### config.mk
export PLATFORM = sky130hd
export DESIGN_NAME = bist_misr
export DESIGN_NICKNAME = d
export VERILOG_FILES = /design/src/rtl/bist_misr.sv
export SDC_FILE = /design/constraint.sdc
export NUM_CORES = 1
export LEC_CHECK = 0
export CORE_ASPECT_RATIO = 0.7
export CORE_MARGIN = 2
export CORE_UTILIZATION = 48
export DETAILED_ROUTE_END_ITERATION = 10
export GPL_TIMING_DRIVEN = 1
export PLACE_DENSITY = 0.9
export SETUP_SLACK_MARGIN = 0.4
export SLEW_MARGIN = 15
export SYNTH_ARGS = -nofsm -noshare
export SYNTH_HDL_FRONTEND = slang
export SYNTH_SLANG_ARGS = --single-unit
### constraint.sdc
create_clock -name clk -period 2.7 [get_ports clk]
set_input_delay 0.27 -clock clk [delete_from_list [all_inputs] [get_ports clk]]
set_output_delay 0.27 -clock clk [all_outputs]
set_load 0.005 [all_outputs]
### src/rtl/bist_misr.sv
// -----------------------------------------------------------------------------
// bist_misr
// Multiple-input signature register (MISR) for logic BIST.
//
// While the BIST controller holds run high, the block folds one response word
// per clock into a Galois-style LFSR signature. When bist_end arrives, it
// compares the signature with the fault-free GOLDEN value. The result then
// stays on the outputs until the next run starts.
//
// Parameters
//   WIDTH  : width of resp and of the signature register
//   POLY   : feedback taps, without the implicit x^WIDTH term
//   SEED   : signature value loaded at every compaction start
//   GOLDEN : expected fault-free signature
//
// Ports
//   clk        in   rising-edge clock
//   rst        in   asynchronous reset, active low
//   run        in   compaction enable from the BIST controller
//   bist_end   in   end-of-test strobe from the BIST controller
//   resp       in   CUT response word, absorbed on each compacting edge
//   signature  out  current MISR contents
//   cycles     out  response words absorbed since the last start (saturates)
//   busy       out  high in COMPACT and COMPARE
//   sig_valid  out  high in DONE
//   pass       out  signature matched GOLDEN at the compare
//   fail       out  signature differed from GOLDEN at the compare
//
// State   | meaning
// --------+-----------------------------------------------------------
// IDLE    | waiting for run; after reset no result is held
// COMPACT | absorbing resp while run=1, pausing while run=0
// COMPARE | single cycle; latches pass/fail against GOLDEN
// DONE    | result held, sig_valid=1; run restarts compaction
// -----------------------------------------------------------------------------
module bist_misr #(
    parameter int unsigned            WIDTH  = 16,
    parameter logic [WIDTH-1:0]       POLY   = 16'h1021,
    parameter logic [WIDTH-1:0]       SEED   = '0,
    parameter logic [WIDTH-1:0]       GOLDEN = '0
) (
    input  logic             clk,
    input  logic             rst,
    input  logic             run,
    input  logic             bist_end,
    input  logic [WIDTH-1:0] resp,
    output logic [WIDTH-1:0] signature,
    output logic [15:0]      cycles,
    output logic             busy,
    output logic             sig_valid,
    output logic             pass,
    output logic             fail
);

    typedef enum logic [1:0] {
        IDLE    = 2'd0,
        COMPACT = 2'd1,
        COMPARE = 2'd2,
        DONE    = 2'd3
    } state_t;

    state_t           state_q, state_d;
    logic [WIDTH-1:0] sig_q, sig_d;
    logic [15:0]      cycles_q, cycles_d;
    logic             pass_q, pass_d;
    logic             fail_q, fail_d;

    logic [WIDTH-1:0] sig_next;
    logic             sig_match;

    // The shifted-out MSB only selects the feedback taps and is then dropped.
    assign sig_next  = {sig_q[WIDTH-2:0], 1'b0}
                     ^ (sig_q[WIDTH-1] ? POLY : '0)
                     ^ resp;
    assign sig_match = (sig_q == GOLDEN);

    always_comb begin
        state_d  = state_q;
        sig_d    = sig_q;
        cycles_d = cycles_q;
        pass_d   = pass_q;
        fail_d   = fail_q;

        case (state_q)
            IDLE, DONE: begin
                // bist_end is ignored here; only run starts a new test.
                if (run) begin
                    state_d  = COMPACT;
                    sig_d    = SEED;
                    cycles_d = '0;
                    pass_d   = 1'b0;
                    fail_d   = 1'b0;
                end
            end
            COMPACT: begin
                // bist_end takes priority: the word on resp at that edge is
                // not absorbed.
                if (bist_end) begin
                    state_d = COMPARE;
                end else if (run) begin
                    sig_d = sig_next;
                    if (cycles_q != 16'hFFFF) begin
                        cycles_d = cycles_q + 16'd1;
                    end
                end
            end
            COMPARE: begin
                state_d = DONE;
                pass_d  = sig_match;
                fail_d  = ~sig_match;
            end
            default: begin
                state_d = IDLE;
            end
        endcase
    end

    always_ff @(posedge clk or negedge rst) begin
        if (!rst) begin
            state_q  <= IDLE;
            sig_q    <= SEED;
            cycles_q <= '0;
            pass_q   <= 1'b0;
            fail_q   <= 1'b0;
        end else begin
            state_q  <= state_d;
            sig_q    <= sig_d;
            cycles_q <= cycles_d;
            pass_q   <= pass_d;
            fail_q   <= fail_d;
        end
    end

    assign signature = sig_q;
    assign cycles    = cycles_q;
    assign pass      = pass_q;
    assign fail      = fail_q;
    assign busy      = (state_q == COMPACT) || (state_q == COMPARE);
    assign sig_valid = (state_q == DONE);

endmodule

# Yosys cells after proc, flatten, opt, wreduce, memory -nomap -nowiden
# Cells that the tools add are included.
totals:
  reg_bits: 36
  wordCells: 43
  output_inout_bits: 36
op_classes:
  addsub: 1
  bitwise_logic: 3
  reduce_logical: 10
  muxes: 15
  eq_ne: 9
ops:
  columns: ["operator", "count"]
  rows:
  - ["$mux W16", 6]
  - ["$pmux W16 S2", 2]
  - ["$add A16 B1 Y16 const B", 1]
  - ["$logic_not A16 Y1", 1]
  - ["$ne A16 B16 Y1 const B", 1]
  - ["$xor A16 B13 Y16", 1]
  - ["$xor A16 B16 Y16", 1]
  - ["$mux W13", 1]
  - ["$ne A2 B2 Y1 const B", 5]
  - ["$pmux W2 S3", 1]
  - ["$reduce_and A5 Y1", 1]
  - ["$eq A2 B2 Y1 const B", 2]
  - ["$mux W2", 2]
  - ["$pmux W1 S2", 2]
  - ["$reduce_and A2 Y1", 2]
  - ["$reduce_and A4 Y1", 1]
  - ["$reduce_bool A2 Y1", 2]
  - ["$eq A2 B1 Y1 const B", 1]
  - ["$logic_not A2 Y1", 1]
  - ["$reduce_or A2 Y1", 1]
  - ["$logic_or A1 B1 Y1", 1]
  - ["$mux W1", 1]
  - ["$not A1 Y1", 1]

# Logic depth before layout (Yosys ltp)
# Gate-level depths: netlist of run 1.
logic_depth:
  word_depth: 6
  ltp_mapped: 8
  depth_no_buf: 6

# Worst setup path after synthesis of run 1
# Ideal clock, no wire load.
synth_path:
  kind: "flip-flop to flip-flop"
  startpoint: "register state_q[0]"
  endpoint: "register cycles_q[15] (netlist: cycles[15])"
  path_slack_ns: 0.832
  synth_period_minus_slack_ns: 1.868
  setup_ns: 0.124
  path_stages_with_launch: 8
  arrival_time_ns: 1.744
  path_buffers: 1
  required_ns: 2.576
  path_cell_list: "dfrtp_1 inv_1 ha_1 nor2b_2 o21ai_2 a21o_2 buf_6 a211o_1"
synth_via:
  elab_chain_len: 4
  word_cells_on_any_way: 11
  classes_between: "eq/ne: 6; mux: 1; reduce/logical: 4"
synth_lines:
  columns: ["item", "line", "text"]
  rows:
  - ["start, declared", "62", "state_t state_q, state_d;"]
  - ["start signal, assigned", "126", "state_q <= state_d;"]
  - ["$eq A2 B2 Y1 or $logic_not A2 Y1 (tied branches)", "84", "case (state_q)"]
  - ["$reduce_or A2 Y1", "84", null]
  - ["$ne A2 B2 Y1 (no source line) or $reduce_bool A2 Y1 (tied branches)", null, null]
  - ["$reduce_and A5 Y1 (no source line)", null, null]
  - ["end signal, assigned", "128", "cycles_q <= cycles_d;"]
  - ["end, declared", "64", "logic [15:0] cycles_q, cycles_d;"]
# Several ways; a longest one is shown, not always the timed one.
# A chain may end at the register's enable or synchronous reset.

# Worst setup path in the final report of run 1
layout_path:
  startpoint: "register state_q[1]"
  endpoint: "register cycles_q[7] (netlist: cycles[7])"
# Same word-level chain as after synthesis.

==> results.sh, run 1 <==
export IMPL_status="complete, no violations"
export IMPL_finalHoldViolCount=0
export IMPL_ctsResizeCount=0
export IMPL_critPathRequiredTime_ns=2.94
export IMPL_yosysSeqAreaShare_pct=42.8
export IMPL_drc=0
export IMPL_synth_cells=225
export IMPL_grt_pass1_vias=1814
export IMPL_hold_slack_ns=0.394
export IMPL_synth_edf_count=0
export IMPL_crit_type="reg2reg"
export IMPL_synth_top_cell_by_area="dfrtp_1"
export IMPL_vias_per_cell=5.72
export IMPL_numCtsBuffers=5
export IMPL_grt_pass1_wl_um=8900
export IMPL_p_total_mw=2.59
export IMPL_max_slew_margin_pct=66.0
export IMPL_synthFlopType="dfrtp_1"
export IMPL_diodes=0
export IMPL_nFillCells=352
export IMPL_fin_setup_tns_ns=0
export IMPL_finClkSkew_ns=0.00385
export IMPL_cts_buffer_depth=2
export IMPL_grt_max_degree=37
export IMPL_area_growth_pct=31.5
export IMPL_cts_max_level=2
export IMPL_r2r_start="state_q[1]"
export IMPL_worstSetupEndpointType="flop"
export IMPL_start_util_pct=49.2
export IMPL_yosysUniqueCellTypes=53
export IMPL_leakage_nw=1.22
export IMPL_io_pins=56
export IMPL_syn_area_um2=2110
export IMPL_final_nets=304
export IMPL_synthTopCellsByArea="dfrtp_1 (43%), nand2_1 (7.3%), o21ai_0 (6.2%)"
export IMPL_place_gp_congestion=0.847
export IMPL_rsz0062_at_grt="no"
export IMPL_fin_crit_ns=2.08
export IMPL_stdcell_count=334
export IMPL_post_drt_wl_per_cell_um=16.0
export IMPL_synth_seq_cells=36
export IMPL_wl_um=5360
export IMPL_final_common_cell="clkdlybuf4s50_1"
export IMPL_yosys_warnings=0
export IMPL_cts_sink_count=36
export IMPL_worst_pin_slew_ns=0.506
export IMPL_syn_nets=250
export IMPL_mostFrequentLayoutCells="clkdlybuf4s50_1 (55), nand2_1 (41), dfrtp_1 (36)"
export IMPL_clk_latency_ns=0.29
export IMPL_r2r_setup_slack_ns=0.62
export IMPL_core_area_um2=4280
export IMPL_p_per_area_nw_per_um2=935
export IMPL_finalCritPeriodShare_pct=76.9
export IMPL_num_rows=20
export IMPL_vdd_drop_max_uv=608
export IMPL_hpwl_um=3760
export IMPL_drive_gt1_share_pct=8.60
export IMPL_startpoint_type="flop"
export IMPL_final_core_util_pct=64.7
export IMPL_fmax_mhz=482
export IMPL_setup_viol=0
export IMPL_drv_cap=0
export IMPL_die_area_um2=4940
export IMPL_hp_class="in2async"
export IMPL_crit_fanout=35
export IMPL_cts_hold_buffers_added=0
export IMPL_port_buffer_count=55
export IMPL_drt_iter0_markers=156
export IMPL_async_reset_ff_share_pct=100
export IMPL_grt_usage_pct=23.1
export IMPL_arrival_ns=2.31
export IMPL_yosys_area_top_type_share_pct=42.8
export IMPL_dp_cells=327
export IMPL_grt_antenna_before_repair=0
export IMPL_cts_root_buf="clkbuf_8"
export IMPL_worstRegToRegCells=7
export IMPL_reg2reg_to="cycles[7]"
export IMPL_clk_pin_slew_worst_paths_ns=0.07
export IMPL_grt_ovfl_total=0
export IMPL_die_width_um=83.2
export IMPL_post_cts_buffers=0
export IMPL_firstDrtPassIters=4
export IMPL_antenna_left=0
export IMPL_synth_avg_cell_area_um2=9.36
export IMPL_cts_tree="yes"
export IMPL_vias=1910
export IMPL_die_h_um=59.4
export IMPL_drv_slew=0
-- through the flow --
step / area, µm² / worst slack, ns
after detailed placement: 2670 / 0.506
after CTS: 2760 / 0.477
after global placement: 2670 / 0.596
final: 2770 / 0.624
after floorplan: 2110 / 0.832
after global routing: 2770 / 0.466
-- state kept, by name (all words and copies together), names as in the netlist --
signal / flops
cycles: 16
state_q: 2
signature: 16
pass: 1
fail: 1
-- worst max path at each step --
stage                     startpoint          to  slack (ns)
final                     state_q[1]   cycles[7]        0.62
after global routing      state_q[0]   cycles[7]        0.47
after CTS                 state_q[1]   cycles[7]        0.48
after detailed placement  state_q[1]   cycles[7]        0.51
after global placement    state_q[1]   cycles[7]        0.60
after floorplan           state_q[0]  cycles[15]        0.83
-- power by group --
part	switching (mW)	total, mW	internal [mW]
Sequential	0.224	0.929	0.705
Combinational	0.607	1.24	0.632
Clock	0.195	0.423	0.227
-- layer usage --
layer	track usage (%)	up-vias	routed length [µm]
li1	-	904	-
met3	3.76	7	275
met5	0	-	0
met4	8.67	0	74
met2	35.7	65	2480
met1	33.2	934	2530
-- critical path, cell delays in order, from the launching register on --
cell and delay (ns):
dfrtp_1 0.41, inv_1 0.11, ha_2 0.36, nor2b_1 0.25, o21ai_2 0.09, buf_4 0.25
o41ai_1 0.37, a22o_2 0.18
-- area by class of cell --
type,instances,area [µm²],area share (%)
sequential,36,901,32.5
clock buffer,7,96.3,3.48
inverter,9,33.8,1.22
tap,55,68.8,2.48
multi-input combinational,168,1090,39.3
timing repair buffer,59,581,21.0
-- cell families (layout without fill, tap and decap cells) --
| kind of cell | count (synthesis) | count (layout) | share of synthesized area (%) |
|---|---|---|---|
| XOR/XNOR | 18 | 18 | 7.48 |
| flip-flops | 36 | 36 | 42.8 |
| adder cells (fa/ha/maj) | 5 | 5 | 2.97 |
| AND/OR/NAND/NOR | 89 | 89 | 22.8 |
| buffers and inverters | 21 | 75 | 5.88 |
| multiplexers | 4 | 4 | 1.96 |
| AO/OA/AOI/OAI | 52 | 52 | 16.2 |
-- cells in the mapped netlist (5+ instances only) --
library cell,instances
a211o_1,5
clkbuf_1,5
dfrtp_1,36
ha_1,5
inv_1,9
nand2_1,41
nand3_1,6
nor3_1,6
nor4_1,5
o21ai_0,26
xnor2_1,5
xor2_1,13
Power figures use the tool's default switching activity.
==> run 2, diff against run 1 <==
--- a/config.mk
+++ b/config.mk
@@ -7,10 +7,10 @@
 export LEC_CHECK = 0
 export CORE_ASPECT_RATIO = 0.7
 export CORE_MARGIN = 2
-export CORE_UTILIZATION = 48
+export CORE_UTILIZATION = 44
 export DETAILED_ROUTE_END_ITERATION = 10
 export GPL_TIMING_DRIVEN = 1
-export PLACE_DENSITY = 0.9
+export PLACE_DENSITY = 0.87
 export SETUP_SLACK_MARGIN = 0.4
 export SLEW_MARGIN = 15
 export SYNTH_ARGS = -nofsm -noshare
==> constraint.sdc (replaced) <==
create_clock -name clk -period 1.85 [get_ports clk]
set_input_delay 0.185 -clock clk [delete_from_list [all_inputs] [get_ports clk]]
set_output_delay 0.185 -clock clk [all_outputs]
set_load 0.005 [all_outputs]
==> results.sh, run 2 (synthesis results as in run 1) <==
export IMPL_vias=2386
export IMPL_grt_pass1_vias=2041
export IMPL_antenna_left=0
export IMPL_cts_tree="yes"
export IMPL_worst_pin_slew_ns=0.469
export IMPL_fmax_mhz=536
export IMPL_rsz0062_at_grt="yes"
export IMPL_num_rows=21
export IMPL_clk_latency_ns=0.31
export IMPL_numCtsBuffers=5
export IMPL_nFillCells=275
export IMPL_power_frac_seq_pct=26.6
export IMPL_drive_gt1_share_pct=35.9
export IMPL_finClkSkew_ns=0.0126
export IMPL_worst_slack_ns=-0.0142
export IMPL_area_growth_pct=67.5
export IMPL_pwr_share_comb_pct=59.4
export IMPL_finalHoldViolCount=0
export IMPL_fin_crit_ns=1.86
export IMPL_wl_um=7850
export IMPL_critPathRequiredTime_ns=2.08
export IMPL_reg2reg_to="cycles[1]"
export IMPL_cts_root_buf="clkbuf_8"
export IMPL_hp_class="in2async"
export IMPL_hpwl_um=4000
export IMPL_clk_pin_slew_worst_paths_ns=0.09
export IMPL_post_drt_wl_per_cell_um=19.8
export IMPL_port_buffer_count=55
export IMPL_design_area_um2=3530
export IMPL_vdd_drop_max_uv=765
export IMPL_vias_per_cell=6.01
export IMPL_setup_worst_path_start="cycles[1]"
export IMPL_die_width_um=86.7
export IMPL_start_util_pct=44.8
export IMPL_die_area_um2=5370
export IMPL_crit_type="reg2reg"
export IMPL_diodes=0
export IMPL_cts_max_level=2
export IMPL_die_h_um=61.9
export IMPL_p_int_mw=3.20
export IMPL_r2r_setup_slack_ns=-0.01
export IMPL_p_switching_mw=2.05
export IMPL_worstSetupEndpointType="flop"
export IMPL_io_pins=56
export IMPL_leakage_nw=1.76
export IMPL_grt_ovfl_total=0
export IMPL_p_total_mw=5.24
export IMPL_place_gp_congestion=0.926
export IMPL_grt_pass1_wl_um=10400
export IMPL_arrival_ns=2.09
export IMPL_drv_cap=0
export IMPL_placed_area_um2=2810
export IMPL_drv_slew=0
export IMPL_grt_max_degree=37
export IMPL_mostFrequentLayoutCells="buf_4 (48), nand2_1 (41), clkdlybuf4s50_1 (37)"
export IMPL_finalCritPeriodShare_pct=101
export IMPL_r2r_start="cycles[1]"
export IMPL_cts_buffer_depth=2
export IMPL_final_common_cell="buf_4"
export IMPL_swShare_pct=39.0
export IMPL_drt_iter0_markers=265
export IMPL_setup_viol=2
export IMPL_drc=0
export IMPL_worstRegToRegCells=7
export IMPL_final_nets=364
export IMPL_seq_area_um2=918
export IMPL_crit_fanout=7
export IMPL_max_slew_margin_pct=68.7
export IMPL_status="finished with violations"
export IMPL_core_area_um2=4700
export IMPL_multiInputGateArea_um2=1280
export IMPL_fin_setup_tns_ns=-0.0281
export IMPL_power_frac_clock_pct=14.0
export IMPL_firstDrtPassIters=5
export IMPL_grt_antenna_before_repair=0
export IMPL_cts_sink_count=36
export IMPL_crit_path_end="cycles[1]"
export IMPL_p_per_area_nw_per_um2=1490
export IMPL_violations="negative setup slack"
export IMPL_startpoint_type="flop"
export IMPL_grt_usage_pct=26.3
[run 2: changes by cell type in the layout (fill, tap and decap cells not counted), moves of 6 or more]
| cell | delta |
|---|---|
| dfrtp_1 | -14 |
| clkdlybuf4s50_1 | -18 |
| buf_4 | +44 |
| dfrtp_2 | +14 |
| dlygate4sd2_1 | +9 |
| dlymetal6s2s_1 | +7 |
| buf_6 | +13 |
| o21ai_0 | -6 |
[run 2: worst min-delay path by stage]
stage	start	end	slack (ns)	depth (start not counted)
after floorplan	rst	cycles[0]	-0.11	0
after global placement	pass	pass	0.48	2
after detailed placement	pass	pass	0.48	2
after CTS	rst	signature[3]	0.32	2
after global routing	rst	state_q[0]	0.37	2
final	rst	state_q[0]	0.30	2
[run 2: cell type report]
class,count,area share (%)
Timing Repair Buffer,119,31.6
Clock buffer,5,1.95
Tap cell,57,2.02
Multi-Input combinational cell,168,36.3
Inverter,9,0.957
Sequential cell,36,26.0
Clock inverter,3,1.21
[run 2: metrics by stage]
step	hold slack, ns	instances	setup slack [ns]	utilization [%]
global placement	0.476	342	0.0209	59.7
global route	0.369	397	-0.0641	75.0
CTS	0.324	373	0.117	68.1
finish	0.295	397	-0.0142	75.0
detailed placement	0.483	342	-0.0836	59.7
floorplan	-0.111	225	0.117	-
[run 2: power by group through the flow]
stage          combinational (mW)  sequential [mW]  clock [mW]
3_5_place_dp                 1.99             1.34           0
4_1_cts                      2.35             1.33       0.710
5_1_grt                      3.34             1.42       0.766
3_3_place_gp                 1.92             1.33           0
2_1_floorplan                1.18             1.30           0
6_report                     3.11             1.40       0.735
[run 2: routing by layer]
layer	routed length, µm	part of all wire (%)	GRT usage, %	up-vias
met4	417	5.3	12.7	0
met3	772	9.8	5.81	57
li1	-	-	-	1027
met1	3050	39	35.1	1128
met2	3600	46	41.4	174
met5	0	0	0	-
[run 2: worst max-delay path, cell delays in order, from the launching register on]
cell and delay, ns:
dfrtp_1 0.48, ha_4 0.22, nand3_1 0.17, nor3_2 0.28, a21o_4 0.25, buf_8 0.14, buf_6 0.09, mux2i_1 0.15
[run 2: repair_timing]
action                     CTS  global route
hold endpoints to repair     0             0
setup endpoints to repair   48            57
pin swaps                    7             9
setup buffers               23            23
cloned                       0             1
resized for setup           44            43
hold buffers                 0             0
